`config.mk`:
```
export PLATFORM = sky130hd
export DESIGN_NAME = fighter_action_sequencer
export DESIGN_NICKNAME = d
export VERILOG_FILES = /design/src/rtl/fighter_action_sequencer.sv
export SDC_FILE = /design/constraint.sdc
export NUM_CORES = 1
export LEC_CHECK = 0
export CORE_ASPECT_RATIO = 1.4
export CORE_MARGIN = 8
export CORE_UTILIZATION = 40
export DETAILED_ROUTE_END_ITERATION = 8
export HOLD_SLACK_MARGIN = 0.12
export MAX_ROUTING_LAYER = met4
export PLACE_DENSITY = 0.63
export SYNTH_ARGS = -nofsm -noshare
export SYNTH_HDL_FRONTEND = slang
export SYNTH_SLANG_ARGS = --single-unit
```
`constraint.sdc`:
```
create_clock -name i_clk -period 2.3 [get_ports i_clk]
set_clock_uncertainty 0.1 [all_clocks]
set_input_delay 0.46 -clock i_clk [delete_from_list [all_inputs] [get_ports i_clk]]
set_output_delay 0.46 -clock i_clk [all_outputs]
set_load 0.01 [all_outputs]
```
`src/rtl/fighter_action_sequencer.sv`:
```
`timescale 1ns/1ps
// Fighter action sequencer: punch/special/hitstun/cooldown action FSM with
// frame-accurate timing, clamped horizontal walk and a fixed-height jump timer.
module fighter_action_sequencer #(
  parameter int TICK_DIV        = 12_500_000,
  parameter int PUNCH_FRAMES    = 4,
  parameter int SP_FRAMES       = 4,
  parameter int HIT_FRAMES      = 3,
  parameter int COOLDOWN_FRAMES = 2,
  parameter int JUMP_FRAMES     = 6,
  parameter int X_INIT          = 24,
  parameter int X_MIN           = 8,
  parameter int X_MAX           = 88,
  parameter int X_STEP          = 2,
  parameter int Y_GROUND        = 32,
  parameter int JUMP_H          = 12
) (
  input  logic       i_clk,
  input  logic       i_rst_n,
  input  logic       i_btn_left,
  input  logic       i_btn_right,
  input  logic       i_btn_up,
  input  logic       i_btn_attack,
  input  logic       i_sp_req,
  input  logic       i_hit,
  input  logic       i_facing_left,
  output logic [2:0] o_character_state,
  output logic [1:0] o_move_state,
  output logic       o_in_air,
  output logic       o_mirror,
  output logic [6:0] o_x,
  output logic [6:0] o_y,
  output logic       o_hit_window,
  output logic       o_busy
);

  localparam int DW = (TICK_DIV > 1) ? $clog2(TICK_DIV) : 1;
  localparam logic [DW-1:0] DIV_LAST = DW'(TICK_DIV - 1);

  localparam logic [2:0] S_IDLE     = 3'd0;
  localparam logic [2:0] S_PUNCH    = 3'd1;
  localparam logic [2:0] S_SPECIAL  = 3'd2;
  localparam logic [2:0] S_HITSTUN  = 3'd3;
  localparam logic [2:0] S_COOLDOWN = 3'd4;

  localparam logic [7:0] PUNCH_LAST = 8'(PUNCH_FRAMES - 1);
  localparam logic [7:0] SP_LAST    = 8'(SP_FRAMES - 1);
  localparam logic [7:0] HIT_LAST   = 8'(HIT_FRAMES - 1);
  localparam logic [7:0] CD_LAST    = 8'(COOLDOWN_FRAMES - 1);
  localparam logic [7:0] JUMP_LAST  = 8'(JUMP_FRAMES - 1);

  localparam logic [7:0] X_MIN8  = 8'(X_MIN);
  localparam logic [7:0] X_MAX8  = 8'(X_MAX);
  localparam logic [7:0] X_STEP8 = 8'(X_STEP);
  localparam logic [6:0] X_INIT7 = 7'(X_INIT);
  localparam logic [6:0] Y_GND7  = 7'(Y_GROUND);
  localparam logic [6:0] Y_AIR7  = 7'(Y_GROUND - JUMP_H);

  logic [2:0]    r_state;
  logic [DW-1:0] r_act_div;
  logic [7:0]    r_frame;
  logic          r_atk_prev;
  logic [2:0]    r_char_state;
  logic          r_hit_window;
  logic          r_busy;
  logic [DW-1:0] r_mv_div;
  logic [6:0]    r_x;
  logic [1:0]    r_move_state;
  logic          r_mirror;
  logic          r_in_air;
  logic [7:0]    r_jump_cnt;
  logic [6:0]    r_y;

  logic          w_atk_edge;
  logic          w_act_tick;
  logic          w_mv_tick;
  logic [2:0]    w_state_nxt;
  logic          w_restart;
  logic          w_enter;
  logic [DW-1:0] w_act_div_nxt;
  logic [7:0]    w_frame_nxt;
  logic [2:0]    w_char_nxt;
  logic [7:0]    w_x8;
  logic [7:0]    w_x_dec;
  logic [7:0]    w_x_inc;
  logic [6:0]    w_x_left;
  logic [6:0]    w_x_right;
  logic [6:0]    w_x_nxt;
  logic [1:0]    w_ms_nxt;
  logic          w_air_nxt;
  logic [7:0]    w_jcnt_nxt;

  // The attack history register resets high so a button already held at
  // reset release cannot count as a fresh press.
  assign w_atk_edge = i_btn_attack & ~r_atk_prev;
  assign w_act_tick = (r_act_div == DIV_LAST);
  assign w_mv_tick  = (r_mv_div == DIV_LAST);
  assign w_enter    = w_restart | (w_state_nxt != r_state);

  // Action FSM next state; hit pre-empts everything and restarts hitstun.
  always_comb begin
    w_state_nxt = r_state;
    w_restart   = 1'b0;
    if (i_hit) begin
      w_state_nxt = S_HITSTUN;
      w_restart   = 1'b1;
    end else begin
      case (r_state)
        S_IDLE: begin
          if (i_sp_req) w_state_nxt = S_SPECIAL;
          else if (w_atk_edge) w_state_nxt = S_PUNCH;
          else w_state_nxt = S_IDLE;
        end
        S_PUNCH: begin
          if (w_act_tick && (r_frame == PUNCH_LAST)) w_state_nxt = S_COOLDOWN;
          else w_state_nxt = S_PUNCH;
        end
        S_SPECIAL: begin
          if (w_act_tick && (r_frame == SP_LAST)) w_state_nxt = S_COOLDOWN;
          else w_state_nxt = S_SPECIAL;
        end
        S_HITSTUN: begin
          if (w_act_tick && (r_frame == HIT_LAST)) w_state_nxt = S_IDLE;
          else w_state_nxt = S_HITSTUN;
        end
        S_COOLDOWN: begin
          if (w_act_tick && (r_frame == CD_LAST)) w_state_nxt = S_IDLE;
          else w_state_nxt = S_COOLDOWN;
        end
        default: w_state_nxt = S_IDLE;
      endcase
    end
  end

  // Action divider and frame index, both cleared on every state entry.
  always_comb begin
    w_act_div_nxt = r_act_div;
    w_frame_nxt   = r_frame;
    if (w_enter || (w_state_nxt == S_IDLE)) begin
      w_act_div_nxt = {DW{1'b0}};
      w_frame_nxt   = 8'd0;
    end else if (w_act_tick) begin
      w_act_div_nxt = {DW{1'b0}};
      w_frame_nxt   = r_frame + 8'd1;
    end else begin
      w_act_div_nxt = r_act_div + {{(DW-1){1'b0}}, 1'b1};
      w_frame_nxt   = r_frame;
    end
  end

  // Character state encoding of the upcoming FSM state.
  always_comb begin
    case (w_state_nxt)
      S_PUNCH:   w_char_nxt = 3'b001;
      S_SPECIAL: w_char_nxt = 3'b010;
      S_HITSTUN: w_char_nxt = 3'b100;
      default:   w_char_nxt = 3'b000;
    endcase
  end

  // Action state, divider and the outputs derived from them.
  always_ff @(posedge i_clk or negedge i_rst_n) begin
    if (!i_rst_n) begin
      r_state      <= S_IDLE;
      r_act_div    <= {DW{1'b0}};
      r_frame      <= 8'd0;
      r_atk_prev   <= 1'b1;
      r_char_state <= 3'b000;
      r_hit_window <= 1'b0;
      r_busy       <= 1'b0;
    end else begin
      r_state      <= w_state_nxt;
      r_act_div    <= w_act_div_nxt;
      r_frame      <= w_frame_nxt;
      r_atk_prev   <= i_btn_attack;
      r_char_state <= w_char_nxt;
      r_hit_window <= ((w_state_nxt == S_PUNCH) || (w_state_nxt == S_SPECIAL)) &&
                      (w_frame_nxt == 8'd2);
      r_busy       <= (w_state_nxt != S_IDLE);
    end
  end

  // Position math is widened to 8 bits so a step past either edge clamps instead of wrapping.
  assign w_x8      = {1'b0, r_x};
  assign w_x_dec   = w_x8 - X_STEP8;
  assign w_x_inc   = w_x8 + X_STEP8;
  assign w_x_left  = ((w_x8 < X_STEP8) || (w_x_dec < X_MIN8)) ? X_MIN8[6:0] : w_x_dec[6:0];
  assign w_x_right = (w_x_inc > X_MAX8) ? X_MAX8[6:0] : w_x_inc[6:0];

  // Walk direction and position, evaluated only on the move tick.
  always_comb begin
    w_x_nxt  = r_x;
    w_ms_nxt = r_move_state;
    if (w_mv_tick) begin
      w_ms_nxt = 2'b00;
      if ((r_state == S_IDLE) && i_btn_left && !i_btn_right) begin
        w_x_nxt  = w_x_left;
        w_ms_nxt = i_facing_left ? 2'b01 : 2'b10;
      end else if ((r_state == S_IDLE) && i_btn_right && !i_btn_left) begin
        w_x_nxt  = w_x_right;
        w_ms_nxt = i_facing_left ? 2'b10 : 2'b01;
      end else begin
        w_x_nxt  = r_x;
      end
    end else begin
      w_x_nxt  = r_x;
      w_ms_nxt = r_move_state;
    end
  end

  // Jump timer counts move ticks while airborne, independent of the action FSM.
  always_comb begin
    w_air_nxt  = r_in_air;
    w_jcnt_nxt = r_jump_cnt;
    if (w_mv_tick) begin
      if (!r_in_air && i_btn_up) begin
        w_air_nxt  = 1'b1;
        w_jcnt_nxt = 8'd0;
      end else if (r_in_air && (r_jump_cnt == JUMP_LAST)) begin
        w_air_nxt  = 1'b0;
        w_jcnt_nxt = 8'd0;
      end else if (r_in_air) begin
        w_jcnt_nxt = r_jump_cnt + 8'd1;
      end else begin
        w_jcnt_nxt = r_jump_cnt;
      end
    end else begin
      w_air_nxt  = r_in_air;
      w_jcnt_nxt = r_jump_cnt;
    end
  end

  // Movement, facing and jump registers.
  always_ff @(posedge i_clk or negedge i_rst_n) begin
    if (!i_rst_n) begin
      r_mv_div     <= {DW{1'b0}};
      r_x          <= X_INIT7;
      r_move_state <= 2'b00;
      r_mirror     <= 1'b0;
      r_in_air     <= 1'b0;
      r_jump_cnt   <= 8'd0;
      r_y          <= Y_GND7;
    end else begin
      r_mv_div     <= w_mv_tick ? {DW{1'b0}} : (r_mv_div + {{(DW-1){1'b0}}, 1'b1});
      r_x          <= w_x_nxt;
      r_move_state <= w_ms_nxt;
      r_mirror     <= (r_state == S_IDLE) ? i_facing_left : r_mirror;
      r_in_air     <= w_air_nxt;
      r_jump_cnt   <= w_jcnt_nxt;
      r_y          <= w_air_nxt ? Y_AIR7 : Y_GND7;
    end
  end

  assign o_character_state = r_char_state;
  assign o_move_state      = r_move_state;
  assign o_in_air          = r_in_air;
  assign o_mirror          = r_mirror;
  assign o_x               = r_x;
  assign o_y               = r_y;
  assign o_hit_window      = r_hit_window;
  assign o_busy            = r_busy;

endmodule

```
### Word-level counts from Yosys, hierarchy flattened

Index checks and enable logic that the tools add are counted.

| word-level totals | value |
|---|---|
| flip-flop bits (word level) | 90 |
| bits of input ports | 9 |

| operators by class | value |
|---|---|
| multiplexer cells | 30 |
| reduce and logical (&&, ||, !) cells | 23 |
| bitwise operators | 3 |
| $lt $le $gt $ge | 3 |
| equality and inequality tests | 15 |
| add/subtract/negate cells | 6 |

Operator list:

| kind | number |
|---|---|
| 2-to-1 mux 24 bit | 3 |
| adder 24 x 1 -> 24 bit (second input constant) | 2 |
| == test 24 bit (second input constant) | 2 |
| 2-to-1 mux 8 bit | 5 |
| 2-to-1 mux 7 bit | 4 |
| == test 8 x 2 -> 1 bit (second input constant) | 3 |
| adder 8 x 1 -> 8 bit (second input constant) | 2 |
| one-hot mux 3 bit (5 select lines) | 1 |
| == test 3 x 2 -> 1 bit (second input constant) | 4 |
| 2-to-1 mux 2 bit | 6 |
| 2-to-1 mux 3 bit | 4 |
| logical AND 1 bit | 10 |
| one-hot mux 3 bit (3 select lines) | 1 |
| adder 7 x 2 -> 8 bit (second input constant) | 1 |
| == test 8 x 1 -> 1 bit (second input constant) | 1 |
| == test 8 x 3 -> 1 bit (second input constant) | 1 |
| > comparator 8 x 7 -> 1 bit (second input constant) | 1 |
| less-than comparator 8 x 4 -> 1 bit (second input constant) | 1 |
| subtractor 7 x 2 -> 8 bit (second input constant) | 1 |
| less-than comparator 7 x 2 -> 1 bit (second input constant) | 1 |
| == test 3 x 1 -> 1 bit (second input constant) | 2 |
| logical NOT 3 bit | 2 |
| 2-to-1 mux 6 bit | 1 |
| nonzero test 3 bit | 2 |
| other kinds (10) | 19 |

### Longest topological paths before layout

| depth | value |
|---|---|
| depth in word-level cells | 12 |
| depth in mapped cells | 9 |
| gate-level depth less buffers | 8 |

### Worst setup path before layout

No wires, ideal clock.

| path | value |
|---|---|
| kind | register to register |
| start | register r_frame[5] |
| end | register r_hit_window (netlist: o_hit_window) |
| data arrival time | 2047 ps |
| cell stages (with the launch flop) | 7 |
| setup time | 107 ps |
| path slack | 47 ps |
| required time | 2093 ps |
| path through | dfrtp_1 > or4_4 > nor3_4 > and3_1 > a311oi_1 > or3_4 > a2111oi_4 |

| between the ends | value |
|---|---|
| word-level cells in the longest chain between the ends | 11 |
| elaborated cells on any way between the ends | 24 |

RTL lines:

| element | line | text |
|---|---|---|
| start, declared | 61 | `logic [7:0] r_frame;` |
| start signal, assigned | 174 | `r_frame <= w_frame_nxt;` |
| == test 8 x 2 -> 1 bit (tied with other cells) | 123 | `if (w_act_tick && (r_frame == HIT_LAST)) w_state_nxt = S_IDLE;` |
| logical AND 1 bit (on tied branches) | - |  |
| 2-to-1 mux 2 bit (tied with other cells) | 123 |  |
| one-hot mux 3 bit (5 select lines) | 108 | `case (r_state)` |
| 2-to-1 mux 3 bit | 104 | `if (i_hit) begin` |
| inequality test 3 bit | 98 | `assign w_enter = w_restart \| (w_state_nxt != r_state);` |
| bitwise OR 1 bit | 98 |  |
| logical OR 1 bit | 139 | `if (w_enter \|\| (w_state_nxt == S_IDLE)) begin` |
| 2-to-1 mux 8 bit | 139 |  |
| == test 8 x 2 -> 1 bit | 178 | `(w_frame_nxt == 8'd2);` |
| logical AND 1 bit (*) | 177 | `r_hit_window <= ((w_state_nxt == S_PUNCH) \|\| (w_state_nxt == S_SPECIAL)) &&` |
| end signal, assigned | 177 |  |
| end, declared | 64 | `logic r_hit_window;` |

Mark *: on every way between the ends. The rest lies on a longest branch, timed or not.
A chain may end at the register's enable or synchronous reset.

### Final worst setup path

| path | value |
|---|---|
| start | register r_frame[5] |
| end | register r_act_div[17] |

| between the ends | value |
|---|---|
| word-level cells in the longest chain between the ends | 9 |
| elaborated cells on any way between the ends | 17 |

RTL lines:

| element | line | text |
|---|---|---|
| == test 8 x 1 -> 1 bit / == test 8 x 2 -> 1 bit (equally long branches) | 127, 115, 119 |  |
| logical AND 1 bit (on tied branches) | 127, 115, 119 |  |
| 2-to-1 mux 3 bit (on tied branches) | 127, 115, 119 |  |
| one-hot mux 3 bit (5 select lines) (*) | 108 |  |
| 2-to-1 mux 3 bit (*) | 104 |  |
| net w_state_nxt[2] | 77 | `logic [2:0] w_state_nxt;` |
| inequality test 3 bit | 98 |  |
| bitwise OR 1 bit | 98 |  |
| logical OR 1 bit (*) | 139 |  |
| 2-to-1 mux 24 bit (*) | 139 |  |
| net w_act_div_nxt[17] | 80 | `logic [DW-1:0] w_act_div_nxt;` |
| end signal, assigned | 165 | `r_act_div <= {DW{1'b0}};` |
| end signal, assigned | 173 | `r_act_div <= w_act_div_nxt;` |
| end, declared | 60 | `logic [DW-1:0] r_act_div;` |

The timed path passes the listed nets; every way through them passes the cells marked *.

==> impl_results.md <==
* Outcome: finished with violations
* Failing checks: negative setup slack
* Clk buf depth at 2
* Num CTS Buffers at 9
* Final Wtd Congestion at 0.8555
* Cell area after layout at 0.006250 mm²
* DR iter-0 viols at 142
* Ant diodes at 0
* Area after DPL at 0.005498 mm²
* Pre-Repair DR Iteration Count at 4
* Starting Density at 40.37%
* CTS sink cnt at 84
* Core area at 0.01164 mm²
* TritonCTS clock tree: built
* Post-DP HPWL at 7693 µm
* Fmax at 412.9 MHz
* Static Leak at 2.651 nW
* Number of synthesized flops with an enable pin at 0
* All-Layer GR Usage at 15.10%
* Commonest non-fill, non-tap cell in the layout: dfrtp_1
* Routed wire length per instance at 15.77 µm
* Crit path DAT at 2.53 ns
* GR Overflow Total at 0
* Syn Std Cell Area at 0.004701 mm²
* Min-Delay Path Class: register to register
* Multi-input logic area at 0.002671 mm²
* Yosys reg bits at 84
* Fin crit share at 105.3%
* Crit start category: register
* Synthesized instance count at 503
* # fillers at 1,043
* Commonest non-fill, non-tap cells in the layout: dfrtp_1 (80), buf_4 (64), nand2_1 (49), nor2_1 (37), xor2_1 (35)
* IO Port Bufs at 26
* Vias per cell at 5.338
* Top_reg_cell synth: dfrtp_1
* FF/Latch Area at 0.002107 mm²
* CP bufs+invs at 3
* Asr flop ratio synth at 100.0%
* Pre-CTS WS at -0.2487 ns
* Tmin final at 2.422 ns
* Worst path slowest cell: or4_4
* Unrepaired setup endpoints after global routing: yes
* Final hold violation count at 0
* DRT Wirelength at 11,760 µm
* Vias in the first global route at 4,093
* Critical path cell sequence: or4_4 -> nor3_4 -> buf_6 -> and4_4 -> o22ai_4 -> o221ai_4 -> buf_6 -> clkbuf_16 -> nor3_1
* MaxCap Viol Count at 0
* Routed vias at 3,982
* Die Ht at 144.3 µm
* Placed cell count at 714
* Synth unique cells at 65
* CP Class: register to register
* Pwr Density at 507.8 mW/mm²
* Top cell by count, worst path: buf_6
* Max stage delay on crit path at 0.54 ns
* YS warnings at 0
* Clk Latency, worst-skew pair at 0.34 ns
* Antenna Nets Post-Route at 0
* Kind of cell adding the most delay to the critical path: simple AND/OR/NAND/NOR gates
* Sequential fraction of the synthesis area at 44.82%
* Final setup margin at -0.1219 ns
* DRC viols at 0
* CP max FO at 6
* Initial antenna violation count at 0
* Slew Limit Fails at 0
* Nets at 612
* IO Count at 32
* Worst hold margin at 0.3701 ns
* Global-route wire length before repair at 18,640 µm
* Endpoints failing setup at 33
* Clk root buf: clkbuf_16
* Die span in x at 107.6 µm
* Post-Layout Cell Count at 746
* Depth of the CTS H-tree at 3
* Clock-pin slew on the worst setup and hold paths at 0.06 ns
* Share of cells above drive strength 1 at 25.71%
* Area Overhead vs Synth at 32.95%
* Avg Cell Area, Syn at 9.345 µm²
* Peak supply drop at 399.0 µV
* Critical path capture point type: register
* Die area at 0.01553 mm²
* CP required at 2.41 ns
* Overall power at 3.174 mW
* Core Rows at 47
* Pin count of the biggest net entering global routing at 41
## final timing paths
kind / start / endpoint / slack [ns] / depth (start not counted)
setup / recovery: r_frame[5] / r_act_div[17] / -0.12 / 9
hold / removal: o_move_state[0] / o_move_state[0] / 0.37 / 2
setup reg to reg: r_frame[5] / r_act_div[17] / -0.12 / 9
hold reg to reg: o_move_state[0] / o_move_state[0] / 0.37 / 2
max in group asynchronous: i_rst_n / r_act_div[3] / 1.01 / 3
min in group asynchronous: i_rst_n / r_act_div[22] / 0.44 / 2
## timing repair
| item | CTS | global route |
|---|---|---|
| gates resized for setup | 7 | 62 |
| pin swaps | 4 | 25 |
| buffers inserted | 0 | 10 |
| hold buffers | 1 | 0 |
| setup endpoints to repair | 5 | 37 |
| hold endpoints to repair | 15 | 0 |
| cloned | 0 | 5 |
## metal layers
metal | share of wire (%) | track usage, % | vias to the layer above
li1 | - | - | 1939
met3 | 2.8 | 2.275 | 19
met2 | 54 | 26.74 | 55
met1 | 41 | 16.33 | 1969
met5 | 0 | - | -
met4 | 2.0 | 6.598 | 0
## where the power goes
part / leakage, nW / switching [mW] / internal, mW
registers: 1.06 / 0.00998 / 1.49
clock network: 0.149 / 0.612 / 0.869
logic: 1.45 / 0.103 / 0.0890
## state kept, by name (all words and copies together), names as in the netlist
signal and count:
o_mirror 1, r_frame 8, r_atk_prev 1, o_character_state 3
r_state 3, o_hit_window 1, o_y 2, r_mv_div 24
o_x 6, r_act_div 24, r_jump_cnt 8, o_move_state 2
o_busy 1
## tightest hold or removal path: cells and delay by family (launching register included)
family / cells / cell delay, ns
simple gates: 2 / 0.10
flops: 1 / 0.34
## cell usage after synthesis, types with 3 or more instances
cell type,instances,area (µm²)
xnor2_1,19,166.4
dfstp_2,4,105.1
and4_1,7,61.31
and3_1,15,93.84
o21ai_0,22,110.1
nand3_1,30,150.1
inv_1,14,52.55
a31oi_1,3,18.77
nand2b_1,6,37.54
xor2_1,35,306.5
or3b_2,3,26.28
nand4_1,15,93.84
nor3_1,28,140.1
a21boi_0,3,22.52
buf_4,10,75.07
o31ai_1,3,22.52
a41oi_1,3,26.28
nand2_1,50,187.7
nor2b_1,8,50.05
a21oi_1,13,65.06
nand4b_1,3,26.28
ha_1,9,112.6
o41ai_1,3,26.28
nor2_1,48,180.2
buf_2,4,20.02
clkbuf_1,12,45.04
dfrtp_1,80,2002
or3_1,5,31.28
mux2i_1,3,30.03
## area by class of cell
class / instances / share of cell area, %
clock buffer: 10 / 3.824
clock inverter: 6 / 0.9810
inverter: 14 / 0.8408
multi-input combinational: 381 / 42.74
sequential: 84 / 33.71
tap: 147 / 2.943
timing repair buffer: 104 / 14.95
## logic make-up (layout without fill, tap and decap cells)
group           count (synthesis)  count (layout)  share of synthesized area (%)
simple gates                  243             243                          27.71
mux                             4               4                         0.8784
buf+inv                        42             134                          4.418
compound gates                 65              65                          9.423
flops                          84              84                          44.82
fa+ha+maj                      10              10                          2.609
xor+xnor                       54              54                          10.06
other cells                     1               5                        0.07977
## through the flow
stage	util, %	TNS (ns)
finish	53.68	-2.670
global route	53.68	-4.673
CTS	50.20	-0.07726
detailed placement	47.22	-3.009
global placement	47.22	-1.612
floorplan	-	0
Power figures use the tool's default switching activity.
